**config.mk**
```make
export PLATFORM = sky130hd
export DESIGN_NAME = sdm_adc_data_aurora_send_flat
export DESIGN_NICKNAME = d
export VERILOG_FILES = /design/src/rtl/sdm_adc_aurora_pkg.sv /design/src/rtl/sdm_adc_data_aurora_send_if.sv /design/src/rtl/sdm_adc_frame_fifo2.sv /design/src/rtl/sdm_adc_data_aurora_send.sv /design/src/flat_wrapper.sv
export SDC_FILE = /design/constraint.sdc
export NUM_CORES = 1
export LEC_CHECK = 0
export CAP_MARGIN = 10
export CELL_PAD_IN_SITES_DETAIL_PLACEMENT = 1
export CELL_PAD_IN_SITES_GLOBAL_PLACEMENT = 1
export CORE_MARGIN = 3
export CORE_UTILIZATION = 40
export DETAILED_ROUTE_END_ITERATION = 12
export PLACE_DENSITY = 0.69
export SYNTH_ARGS = -nofsm -noshare
export SYNTH_HDL_FRONTEND = slang
export SYNTH_SLANG_ARGS = --single-unit
```
**constraint.sdc**
```tcl
create_clock -name CLK -period 86 [get_ports CLK]
set_input_delay 17.2 -clock CLK [delete_from_list [all_inputs] [get_ports CLK]]
set_output_delay 17.2 -clock CLK [all_outputs]
set_load 0.05 [all_outputs]
```
**src/rtl/sdm_adc_aurora_pkg.sv**
```systemverilog
// Shared framing definitions for the SDM/ADC Aurora link (TX packer and RX aggregator).
// Provides frame/word size derivation, tag/payload layout and the TX FSM state type.
package sdm_adc_aurora_pkg;

    localparam int TAG_BIT   = 63;
    localparam int PAYLOAD_W = 63;

    typedef enum logic {
        IDLE = 1'b0,
        SEND = 1'b1
    } state_t;

    function automatic int calc_frame_w(
        input int nch_adc,
        input int adc_cyc,
        input int nch_sdm,
        input int sdm_cyc
    );
        return (adc_cyc / sdm_cyc) * nch_sdm * 2 + nch_adc * 16;
    endfunction

    function automatic int calc_nwords(input int frame_w);
        return (frame_w + PAYLOAD_W - 1) / PAYLOAD_W;
    endfunction

    function automatic int calc_last_bits(input int frame_w);
        return frame_w - PAYLOAD_W * (calc_nwords(frame_w) - 1);
    endfunction

endpackage

```
**src/rtl/sdm_adc_data_aurora_send_if.sv**
```systemverilog
// TX AXI-stream bundle toward the Aurora core user interface.
// Signals: tdata[63:0] word, tvalid word valid, tready core accepts word.
interface sdm_adc_data_aurora_send_if;

    logic [63:0] tdata;
    logic        tvalid;
    logic        tready;

    modport master (
        output tdata,
        output tvalid,
        input  tready
    );

    modport slave (
        input  tdata,
        input  tvalid,
        output tready
    );

endinterface

```
**src/rtl/sdm_adc_frame_fifo2.sv**
```systemverilog
// Two-entry frame FIFO with simultaneous push/pop and a synchronous flush.
// Ports: clk, rst, flush, push, pop, din; head/second entries, count, full, empty.
module sdm_adc_frame_fifo2 #(
    parameter int W = 510
) (
    input  logic         clk,
    input  logic         rst,
    input  logic         flush,
    input  logic         push,
    input  logic         pop,
    input  logic [W-1:0] din,
    output logic [W-1:0] head,
    output logic [W-1:0] second,
    output logic [1:0]   count,
    output logic         full,
    output logic         empty
);

    logic [W-1:0] mem [2];
    logic         rd_ptr;
    logic         wr_ptr;
    logic [1:0]   cnt;
    logic         push_ok;
    logic         pop_ok;

    assign full  = (cnt == 2'd2);
    assign empty = (cnt == 2'd0);
    assign count = cnt;
    assign head   = mem[rd_ptr];
    assign second = mem[~rd_ptr];

    // A pop in the same cycle frees the slot the push lands in.
    assign pop_ok  = pop && !empty;
    assign push_ok = push && (!full || pop_ok);

    always_ff @(posedge clk) begin
        if (push_ok && !rst && !flush) begin
            mem[wr_ptr] <= din;
        end
    end

    always_ff @(posedge clk) begin
        if (rst || flush) begin
            rd_ptr <= 1'b0;
            wr_ptr <= 1'b0;
            cnt    <= 2'd0;
        end else begin
            if (push_ok) begin
                wr_ptr <= ~wr_ptr;
            end
            if (pop_ok) begin
                rd_ptr <= ~rd_ptr;
            end
            unique case ({push_ok, pop_ok})
                2'b10:   cnt <= cnt + 2'd1;
                2'b01:   cnt <= cnt - 2'd1;
                default: cnt <= cnt;
            endcase
        end
    end

endmodule

```
**src/rtl/sdm_adc_data_aurora_send.sv**
```systemverilog
// Packs one SDM/ADC frame per ADC period into 64-bit Aurora words, bit 63 tags the last word.
// Ports: CLK, RESET (sync, high), DIN/DIN_VALID frame in, CHANNEL_UP, s_axi_tx (master),
// FIFO_FULL, sticky OVERFLOW; FRAME_DROP_CNT[15:0] when SDM_ADC_AURORA_SEND_DROP_CNT_EN is defined.
module sdm_adc_data_aurora_send
    import sdm_adc_aurora_pkg::*;
#(
    parameter int NCH_ADC = 20,
    parameter int ADC_CYC = 20,
    parameter int NCH_SDM = 19,
    parameter int SDM_CYC = 4
) (
    input  logic                  CLK,
    input  logic                  RESET,
    input  logic [511:0]          DIN,
    input  logic                  DIN_VALID,
    input  logic                  CHANNEL_UP,
    sdm_adc_data_aurora_send_if.master s_axi_tx,
    output logic                  FIFO_FULL,
    output logic                  OVERFLOW
`ifdef SDM_ADC_AURORA_SEND_DROP_CNT_EN
    ,
    output logic [15:0]           FRAME_DROP_CNT
`endif
);

    localparam int FRAME_W   = calc_frame_w(NCH_ADC, ADC_CYC, NCH_SDM, SDM_CYC);
    localparam int NWORDS    = calc_nwords(FRAME_W);
    localparam int LAST_BITS = calc_last_bits(FRAME_W);
    localparam int EXT_W     = FRAME_W + (PAYLOAD_W - LAST_BITS);
    localparam int WCNT_W    = (NWORDS > 1) ? $clog2(NWORDS) : 1;
    localparam logic [WCNT_W-1:0] WCNT_LAST = WCNT_W'(NWORDS - 1);

    state_t              state;
    logic [WCNT_W-1:0]   wcnt;
    logic [63:0]         tdata_q;
    logic                tvalid_q;
    logic                overflow_q;

    logic [FRAME_W-1:0]  head_frame;
    logic [FRAME_W-1:0]  second_frame;
    logic [FRAME_W-1:0]  next_frame;
    logic [FRAME_W-1:0]  sel_frame;
    logic [EXT_W-1:0]    sel_ext;
    logic [WCNT_W-1:0]   sel_k;
    logic [63:0]         sel_word;
    logic [1:0]          fifo_count;
    logic                fifo_full;
    logic                fifo_empty;

    logic hs;
    logic wcnt_last;
    logic pop;
    logic push_req;
    logic push;
    logic drop;
    logic more;

    if (FRAME_W < 512) begin : g_unused
        logic unused_din;
        assign unused_din = ^DIN[511:FRAME_W];
    end

    assign s_axi_tx.tdata  = tdata_q;
    assign s_axi_tx.tvalid = tvalid_q;
    assign FIFO_FULL       = fifo_full;
    assign OVERFLOW        = overflow_q;

    assign hs        = (state == SEND) && tvalid_q && s_axi_tx.tready;
    assign wcnt_last = (wcnt == WCNT_LAST);
    assign pop       = hs && wcnt_last && CHANNEL_UP;
    assign push_req  = DIN_VALID && CHANNEL_UP;
    assign push      = push_req && (!fifo_full || pop);
    assign drop      = push_req && fifo_full && !pop;

    // After a pop the new head is either the second entry or the frame
    // being pushed right now into a single-occupancy buffer.
    assign more       = (fifo_count == 2'd2) || ((fifo_count == 2'd1) && push);
    assign next_frame = (fifo_count == 2'd2) ? second_frame : DIN[FRAME_W-1:0];

    sdm_adc_frame_fifo2 #(
        .W (FRAME_W)
    ) u_fifo (
        .clk    (CLK),
        .rst    (RESET),
        .flush  (!CHANNEL_UP),
        .push   (push),
        .pop    (pop),
        .din    (DIN[FRAME_W-1:0]),
        .head   (head_frame),
        .second (second_frame),
        .count  (fifo_count),
        .full   (fifo_full),
        .empty  (fifo_empty)
    );

    // Word to load on the next transfer: the following word of the head
    // frame, or word 0 of whichever frame becomes current.
    always_comb begin
        sel_frame = head_frame;
        sel_k     = '0;
        if (hs && !wcnt_last) begin
            sel_k = wcnt + WCNT_W'(1);
        end else if (hs && wcnt_last) begin
            sel_frame = next_frame;
        end
        // Zero padding makes the unused upper bits of the last word 0.
        sel_ext  = EXT_W'(sel_frame);
        sel_word = '0;
        sel_word[PAYLOAD_W-1:0] = sel_ext[int'(sel_k) * PAYLOAD_W +: PAYLOAD_W];
        sel_word[TAG_BIT]       = (sel_k == WCNT_LAST);
    end

    always_ff @(posedge CLK) begin
        if (RESET) begin
            state    <= IDLE;
            wcnt     <= '0;
            tdata_q  <= '0;
            tvalid_q <= 1'b0;
        end else if (!CHANNEL_UP) begin
            state    <= IDLE;
            wcnt     <= '0;
            tdata_q  <= '0;
            tvalid_q <= 1'b0;
        end else begin
            case (state)
                IDLE: begin
                    if (!fifo_empty) begin
                        state    <= SEND;
                        wcnt     <= '0;
                        tdata_q  <= sel_word;
                        tvalid_q <= 1'b1;
                    end
                end
                SEND: begin
                    if (hs) begin
                        if (!wcnt_last) begin
                            wcnt    <= wcnt + WCNT_W'(1);
                            tdata_q <= sel_word;
                        end else if (more) begin
                            wcnt    <= '0;
                            tdata_q <= sel_word;
                        end else begin
                            state    <= IDLE;
                            wcnt     <= '0;
                            tvalid_q <= 1'b0;
                        end
                    end
                end
            endcase
        end
    end

    always_ff @(posedge CLK) begin
        if (RESET) begin
            overflow_q <= 1'b0;
        end else if (drop) begin
            overflow_q <= 1'b1;
        end
    end

`ifdef SDM_ADC_AURORA_SEND_DROP_CNT_EN
    always_ff @(posedge CLK) begin
        if (RESET) begin
            FRAME_DROP_CNT <= '0;
        end else if (drop && (FRAME_DROP_CNT != 16'hFFFF)) begin
            FRAME_DROP_CNT <= FRAME_DROP_CNT + 16'd1;
        end
    end
`endif

endmodule

```
**src/flat_wrapper.sv**
```systemverilog
// flat-port wrapper written by rule: the top's interface ports become plain ports
module sdm_adc_data_aurora_send_flat import sdm_adc_aurora_pkg::*;
#(
    parameter int NCH_ADC = 20,
    parameter int ADC_CYC = 20,
    parameter int NCH_SDM = 19,
    parameter int SDM_CYC = 4
)
  (CLK, RESET, DIN, DIN_VALID, CHANNEL_UP, FIFO_FULL, OVERFLOW, s_axi_tx_tdata, s_axi_tx_tvalid, s_axi_tx_tready);
  sdm_adc_data_aurora_send_if s_axi_tx_i ();
  input  logic CLK;
  input  logic RESET;
  input  logic [511:0] DIN;
  input  logic DIN_VALID;
  input  logic CHANNEL_UP;
  output logic FIFO_FULL;
  output logic OVERFLOW;
  output wire logic [$bits(s_axi_tx_i.tdata)-1:0] s_axi_tx_tdata;
  output wire logic [$bits(s_axi_tx_i.tvalid)-1:0] s_axi_tx_tvalid;
  input wire logic [$bits(s_axi_tx_i.tready)-1:0] s_axi_tx_tready;
  assign s_axi_tx_tdata = s_axi_tx_i.tdata;
  assign s_axi_tx_tvalid = s_axi_tx_i.tvalid;
  assign s_axi_tx_i.tready = s_axi_tx_tready;
  sdm_adc_data_aurora_send #(.NCH_ADC(NCH_ADC), .ADC_CYC(ADC_CYC), .NCH_SDM(NCH_SDM), .SDM_CYC(SDM_CYC)) u_core (.CLK(CLK), .RESET(RESET), .DIN(DIN), .DIN_VALID(DIN_VALID), .CHANNEL_UP(CHANNEL_UP), .s_axi_tx(s_axi_tx_i), .FIFO_FULL(FIFO_FULL), .OVERFLOW(OVERFLOW));
endmodule
```
After elaboration in Yosys (flattened, before gate mapping)
Memories as Yosys holds them, arrays and structs flattened. A register that Yosys moved wholly into a read port is not among the register bits.
Cells that the tools add are included.
- input port bits: 517
- logic and storage cells: 87
- bits in latches: 0
- bits in writable memories: 1020
- output and inout port bits: 67
- ROM bits: 0
- memories kept: 1
- register bits: 75
- memory list (memory ; words ; bits a word ; read ports ; clocked after memory_dff ; write ports ; line ; text):
    u_core.u_fifo.mem ; 2 ; 510 ; 2 ; 1 ; 1 ; sdm_adc_frame_fifo2.sv:19 ; logic [W-1:0] mem [2];
- multiply operators: 1
- equal/unequal tests: 11
- reductions and logical operators: 30
- $lt $le $gt $ge: 0
- muxes and demuxes: 28
- divide/modulo/power cells: 0
- bitwise logic cells: 4
- shifts and indexed selects: 1
- $add $sub $neg: 3
- operators by type and width (operator ; number):
    $mux W510 ; 3
    $shiftx A567 B32 Y63 ; 1
    $mux W64 ; 4
    $pmux W64 S2 ; 1
    $mux W4 ; 4
    $logic_and A1 B1 Y1 ; 14
    $mux W1 ; 12
    $mul A4 B6 Y10 const B ; 1
    $eq A4 B4 Y1 const B ; 2
    $ne A2 B2 Y1 const B ; 4
    $pmux W4 S2 ; 1
    $logic_not A1 Y1 ; 6
    $add A4 B1 Y4 const B ; 1
    $eq A2 B1 Y1 const B ; 2
    $eq A2 B2 Y1 const B ; 2
    $logic_or A1 B1 Y1 ; 4
    $not A1 Y1 ; 4
    $pmux W1 S2 ; 2
    $pmux W2 S2 ; 1
    $reduce_and A4 Y1 ; 1
    $ne A3 B3 Y1 const B ; 1
    $reduce_and A3 Y1 ; 1
    $add A2 B1 Y2 const B ; 1
    $logic_not A2 Y1 ; 1
    4 further kinds ; 4

Longest topological paths before layout
- depth in word-level cells: 12
- gate-level depth with buffers: 13
- depth with buffers taken out: 10

Cells and area by module
A second synthesis with hierarchy kept.
- cell total of the unflattened synthesis: 3243
- area total of the unflattened synthesis: 51849.7 um^2
- modules (own cells, without submodules) (module ; area each (um^2) ; cells each ; times used ; seq. area each (um^2)):
    sdm_adc_frame_fifo2 ; 44041.0 ; 2183 ; 1 ; 30729.5
    sdm_adc_data_aurora_send ; 7808.7 ; 1060 ; 1 ; 1421.4

Least setup slack after synthesis
No wires, ideal clock.
- path kind: in2reg
- start: input s_axi_tx_tready
- end: memory u_core.u_fifo.mem[0][0], enable pin
- arrival time: 52378 ps
- stages on the path: 5
- path buffers: 0
- path slack: 31615 ps
- required time: 83993 ps
- setup time: 2007 ps
- cell sequence: and3_1 -> nand2_2 -> nor3b_2 -> o211ai_1 -> nor3_1
- word-level cells in the longest chain between the ends: 10
- elaborated cells on any way between the ends: 12
- ends and longest elaborated chain (what ; line ; text):
    start, declared ; flat_wrapper.sv:20 ; input wire logic [$bits(s_axi_tx_i.tready)-1:0] s_axi_tx_tready;
    $logic_and A1 B1 Y1 ; sdm_adc_data_aurora_send.sv:68 ; assign hs = (state == SEND) && tvalid_q && s_axi_tx.tready;
    $logic_and A1 B1 Y1 (2 in series) ; sdm_adc_data_aurora_send.sv:70 ; assign pop = hs && wcnt_last && CHANNEL_UP;
    $logic_and A1 B1 Y1 ; sdm_adc_frame_fifo2.sv:33 ; assign pop_ok = pop && !empty;
    named net u_core.u_fifo.pop_ok ; sdm_adc_frame_fifo2.sv:24 ; logic pop_ok;
    $logic_or A1 B1 Y1 ; sdm_adc_frame_fifo2.sv:34 ; assign push_ok = push && (!full || pop_ok);
    $logic_and A1 B1 Y1 ; sdm_adc_frame_fifo2.sv:34 ;
    $logic_and A1 B1 Y1 (2 in series) ; sdm_adc_frame_fifo2.sv:37 ; if (push_ok && !rst && !flush) begin
    $mux W1 ; sdm_adc_frame_fifo2.sv:37 ;
    $mux W1 (not written as such) ; sdm_adc_frame_fifo2.sv:38 ; mem[wr_ptr] <= din;
    end, declared ; sdm_adc_frame_fifo2.sv:19 ;
The timed path passes the listed nets, and every way through them passes these cells.

Worst setup path in the final report
- start: input s_axi_tx_tready
- end: memory u_core.u_fifo.mem[0][451], enable pin
Same word-level chain as after synthesis.

==> reports/metrics.yaml <==
hold_viol: 0
cp_slowest_stage_delay_ps: 960
postCtsSetupRepairBufs: 0
multi_input_area_um2: 12300
worstHoldStart: "u_core.s_axi_tx.tdata[53]"
setup_viol: 0
vias: 28700
routed_wl_mm: 150
rsz0062_at_grt: "no"
clockBufferDepth: 3
track_usage: 0.246
first_pass_iters: 5
die_h_um: 343
synth_top_area_frac: 0.673
coreArea_um2: 113000
yosys.area.top_type: "edfxtp_1"
gp_congestion: 0.828
reg2reg_depth: 10
areaGrowthSynthToFinish_pct: 24.7
ant_nets: 0
yosysWarnings: 0
drc: 0
layout.cells.most_common: "edfxtp_1"
via_per_inst: 5.74
rrSetupSlack_ps: 80000
clock.fmax_mhz: 45.5
synth-main-ff-cell: "edfxtp_1"
path_buf_inv: 4
syn-cell-area_um2: 45500
layout_common_cells: "1,020 x edfxtp_1, 581 x clkdlybuf4s50_1, 297 x mux2i_1, 242 x a21oi_1, 156 x a211oi_1"
h-tree-depth: 3
path_class: "input pin to register"
finClkSkew_ps: 35.6
synth_edf_count: 1020
crit_path_cell_trace: "clkdlybuf4s50_1 > and3_2 > nand2_2 > nor3b_2 > o211ai_1 > nor3_2 > buf_4 > buf_4 > buf_4"
p_seq_frac: 0.514
grt_start_max_net_pins: 135
async_flop_share: 0
power.switching_mw: 0.235
min_path_type: "register to register"
path_clk_slew_ps: 60
avgSynthCellArea_um2: 16.3
start_kind: "input pin"
die_area_um2: 118000
port_buffers: 581
worstReg2RegEnd: "u_core.u_fifo.mem[0][451]"
ioPinCount: 584
leakagePower_nw: 17.4
antenna_found_initial: 74
dpl.hpwl_mm: 99.3
clock_sinks: 1096
cp_num_cells: 9
fin_crit_ps: 21980
finalSetupTns_ps: 0
worst_pin_slew_ps: 1250
slew_violations: 0
clock_power_share: 0.446
start_util: 0.404
grt_pass1_vias: 30400
p_int_mw: 0.915
setup_slack_ps: 64020
p_per_area_nw_per_um2: 20.3
reg2reg_from: "u_core.wcnt[0]"
holdPathEnd: "u_core.s_axi_tx.tdata[53]"
holdPathStages: 2
cap_violations: 0
status: "complete, no violations"
synth.distinct_cells: 75
end_kind: "register"
critPathMostFrequentCell: "buf_4"
ys_seq_area_frac: 0.707
cts_tree: "yes"
grt_pass1_wl_mm: 211
critical_path_required_ps: 86310
min_period_over_period: 0.256
syn_inst: 2796
swShare: 0.204
seqCellArea_um2: 32200
clockRootBuffer: "clkbuf_16"
fin_nets: 3867
fillers: 10800
ys_seq_elements: 1096
post_cts_resized: 0
syn-num-nets: 3319
cts_inserted_buffers: 117
drive_gt1_frac: 0.133
post_drt_wl_per_cell_um: 29.9
clkLatencyLatePin_ps: 710
row_count: 123
crit_family: "buffers and inverters"
slew_headroom: 0.166
drtIter0Drc: 2400
die_x_um: 343
synthTopCellsByArea: "edfxtp_1 67%, mux2i_1 6.5%, mux4_2 4.6%"
crit_fanout: 77
ctsHoldBuffers: 0
slowest_stage: "buf_4"
gr-total-overflow: 0
place_ws_ps: 63330
worstPathArrival_ps: 22290
vdd_ir_drop_max_mv: 0.0185
power_frac_comb: 0.040
==> sequential cells by signal, summed over array words and instances (netlist names), named ones only <==
signal	count
u_core.OVERFLOW	1
u_core.wcnt	4
u_core.u_fifo.rd_ptr	1
u_core.s_axi_tx.tvalid	1
u_core.state	1
u_core.u_fifo.wr_ptr	1
u_core.u_fifo.mem	1020
u_core.u_fifo.count	2
u_core.s_axi_tx.tdata	64
==> stage by stage <==
stage                     hold WS, ps  total power, mW  cell area [µm²]  std cells   util
final                             458             1.15            56700       5004  0.503
after global routing              482             1.19            56700       4993  0.503
after CTS                         458             1.16            56500       4942  0.502
after detailed placement          449            0.648            52600       4724  0.467
after global placement            443            0.645            52600       4724  0.467
after floorplan                   484            0.621            45500       2796      -
==> per-layer routing <==
layer | share of wire | wire, µm | global-route usage
met1 | 0.40 | 59700 | 0.316
met2 | 0.49 | 73100 | 0.393
met3 | 0.079 | 11700 | 0.0656
met4 | 0.032 | 4830 | 0.110
met5 | 0.00084 | 125 | 0
==> worst min-delay path: stages, from the launching register on <==
cell and delay [ps]:
dfxtp_1 310, nand2_1 50, a21oi_1 50
==> worst max-delay path by stage <==
stage / start / to / slack (ps)
after floorplan: s_axi_tx_tready / u_core.u_fifo.mem[0][0] / 31610
after global placement: s_axi_tx_tready / u_core.u_fifo.mem[0][451] / 63530
after detailed placement: s_axi_tx_tready / u_core.u_fifo.mem[0][451] / 63330
after CTS: s_axi_tx_tready / u_core.u_fifo.mem[0][447] / 64060
after global routing: s_axi_tx_tready / u_core.u_fifo.mem[0][447] / 63730
final: s_axi_tx_tready / u_core.u_fifo.mem[0][451] / 64020
==> synth_stat cells, drive strengths merged, types with 4 or more instances <==
| cell | n |
|---|---|
| edfxtp | 1020 |
| mux2i | 297 |
| a21oi | 244 |
| a211oi | 157 |
| buf | 133 |
| nor2 | 99 |
| mux4 | 92 |
| o21ai | 88 |
| mux2 | 87 |
| clkbuf | 78 |
| dfxtp | 76 |
| o22ai | 74 |
| nand2 | 71 |
| a221oi | 46 |
| o31ai | 34 |
| nor2b | 24 |
| and3 | 21 |
| a32o | 16 |
| a211o | 13 |
| nor3 | 13 |
| nand3 | 11 |
| a22oi | 10 |
| o211ai | 10 |
| inv | 7 |
| ha | 6 |
| o311ai | 5 |
| o32ai | 5 |
| a221o | 4 |
| a311o | 4 |
| or3 | 4 |
==> power by group through the flow <==
stage,Sequential [mW],Clock [mW],Combinational [mW]
3_5_place_dp,0.602,0,0.0462
6_report,0.591,0.513,0.0465
5_1_grt,0.591,0.545,0.0494
4_1_cts,0.591,0.522,0.0466
3_3_place_gp,0.601,0,0.0440
2_1_floorplan,0.611,0,0.00979
==> cell families after synthesis <==
family | share of synthesized area
and+or+nand+nor | 0.0274
adders and majority gates | 0.00165
buffers and inverters | 0.0254
xor gates and xnor gates | 0.00116
muxes | 0.132
DFF | 0.707
AOI/OAI and AO/OA | 0.105
==> area by class of cell <==
class,instances,share of cell area
clock inverters,83,0.0139
inverters,10,0.000662
well taps,1500,0.0331
flip-flops and latches,1096,0.567
repair buffers,640,0.111
diodes,61,0.00269
clock buffers,135,0.0550
multi-input cells,1479,0.217
Note: power is estimated with default switching activity, not from simulation.
==> RTL change: new RTL, same flow settings <==
Put one more register stage on the output `OVERFLOW`. The value now appears one clock later. The other outputs are not delayed to match.
--- a/src/rtl/sdm_adc_data_aurora_send.sv
+++ b/src/rtl/sdm_adc_data_aurora_send.sv
@@ -63,7 +63,9 @@
     assign s_axi_tx.tdata  = tdata_q;
     assign s_axi_tx.tvalid = tvalid_q;
     assign FIFO_FULL       = fifo_full;
-    assign OVERFLOW        = overflow_q;
+    always_ff @(posedge CLK) begin
+        OVERFLOW <= overflow_q;
+    end
 
     assign hs        = (state == SEND) && tvalid_q && s_axi_tx.tready;
     assign wcnt_last = (wcnt == WCNT_LAST);
Function: not settled (the Yosys comparison gave no result); the edit may change what the design does.
==> RTL change against the original RTL <==
  * Design area fell by 0.55%
  * Hold slack got worse by 86 ps
  * Sequential share of layout area rose by 0.35 points
  * Synthesized cell count barely moved
  * Worst setup slack improved by 230 ps
  * Synthesized area about the same
  * Sequential cell count up 1
  * Wire length is 0.32% lower
  * First-iteration DRC count up 3.5%
  * Fmax rose by 1.0%
  * Global-route usage is 0.053 points lower
  * Sequential power barely moved
  * Power fell by 2.5%
  * Critical endpoint is now u_core.u_fifo.mem[1][390]
==> RTL change: results (changes against the original RTL) <==
* Avg Cell Area, Syn at 16.3 µm² (about the same)
* Routed wirelength normalized by instance count at 29.9 µm (+0.10%)
* Cell at the root of the clock tree: clkbuf_16
* Synth Area in Compound Gates at 10.5% (about the same)
* Clock latency on the worst-skew pair at 710 ps (about the same)
* Cell internal pwr at 0.000889 W (-2.8%)
* Part of the Yosys area used for sequential elements at 70.7% (about the same)
* Layout cells sized above 1 at 12.5% (-0.78 points)
* Critical path origin: s_axi_tx_tready
* Top cells by area in the synthesized netlist: edfxtp_1 67%, mux2i_1 6.5%, mux4_2 4.6%
* Hold Slack at 372 ps (-86.3 ps)
* Register-to-Register Path Depth at 11 (+1)
* Placed wire-length estimate after detailed placement at 97,600 µm (-1.7%)
* Worst Setup Slack, final at 64,250 ps (+228 ps)
* Launching point of the worst reg2reg path: u_core.wcnt[0]
* Result of the run: finished clean
* Arr. time, crit path at 22,050 ps (-240 ps)
* Number of antenna violations at the first check in global routing at 67 (-9.5%)
* Register ranked first by flip-flop count: u_core.u_fifo.mem
* Count of nets after finishing at 3,859 (-0.21%)
* Detail-routed via count per cell at 5.76 (+0.30%)
* Count of routing violations after the opening detailed-route iteration at 2,485 (+3.5%)
* Post-synthesis net count at 3,320 (+0.030%)
* Placed Instances at 4,719 (-0.11%)
* Number of flops mapped to enable cells by yosys at 1,020 (unchanged)
* Hold path depth at 0 (-2)
* Number of global-route vias before repair at 30.2k (-0.71%)
* First-pass GRT wire length at 211,000 µm (about the same)
* Largest net degree at the start of global routing at 185 (+37%)
* Capture point of the worst path: u_core.u_fifo.mem[1][390]
* Synth warnings at 0 (unchanged)
* Adder-cell share of the synthesized area at 0.165% (about the same)
* Post-synthesis mux area share at 13.2% (about the same)
* Number of distinct library cell variants in the gate-level netlist after synthesis at 75 (unchanged)
* Headroom to the max-slew limit at 16.1% (-0.51 points)
* Standard cell area after detailed placement at 52,700 µm² (about the same)
* Global Route Usage Sum at 24.5% (-0.053 points)
* Post-route non-filler standard cell count at 4,983 (-0.42%)
* Resized Gates After CTS at 0 (unchanged)
* Cts bufs inserted at 115 (-1.7%)
* H-Tree Depth at 3 (unchanged)
* VDD IR max at 0.0168 mV (-9.3%)
* Bufs on Longest Clock Path at 3 (unchanged)
* Largest stage delay on the critical path at 860 ps (-100 ps)
* Asr flop ratio synth at 0% (unchanged)
* Place WS at 63,510 ps (+182 ps)
* XOR/XNOR Fraction of Synth Area at 0.115% (about the same)
* Placer's final routability congestion estimate at 0.834 (+0.68%)
* Clk_skew at 34.3 ps (-1.30 ps)
* Reg2reg setup slack at 80,050 ps (+50 ps)
* Critical path type: primary input to flop
* Detail Route Antenna Nets at 0 (unchanged)
* Hold_sp: u_core.overflow_q
* Top cells by count, synth: 1,020 x edfxtp_1, 297 x mux2i_1, 242 x a21oi_1, 156 x a211oi_1, 93 x nor2_1
* Hold endpoint: u_core.OVERFLOW
* Crit-path max FO at 154 (+100%)
* Flip-flop count of the largest register, all copies and words added at 1,020 (unchanged)
* Reported leakage power at 17.2 nW (-1.1%)
-- RTL change: final cells by class --
class	instances	area (µm²)
repair buffers	633	6270
clock inverters	77	627
inverters	10	37.5
flip-flops and latches	1097	32200
clock buffers	138	3000
diodes	49	123
multi-input cells	1479	12300
well taps	1500	1880
fillers	10800	56200
-- RTL change: layer usage --
layer | vias up | global-route usage [%] | routed length, µm
li1 | 12500 | - | -
met1 | 14900 | 32.8 | 61600
met2 | 1064 | 39.8 | 72600
met3 | 195 | 5.25 | 10800
met4 | 16 | 8.75 | 3980
met5 | - | 0 | 86
-- RTL change: power by group through the flow --
stage / clock [W] / combinational [W] / sequential, W
3_3_place_gp: 0 / 0.0000441 / 0.000602
4_1_cts: 0.000493 / 0.0000465 / 0.000591
2_1_floorplan: 0 / 0.00000979 / 0.000611
6_report: 0.000484 / 0.0000464 / 0.000591
5_1_grt: 0.000514 / 0.0000493 / 0.000591
3_5_place_dp: 0 / 0.0000462 / 0.000602
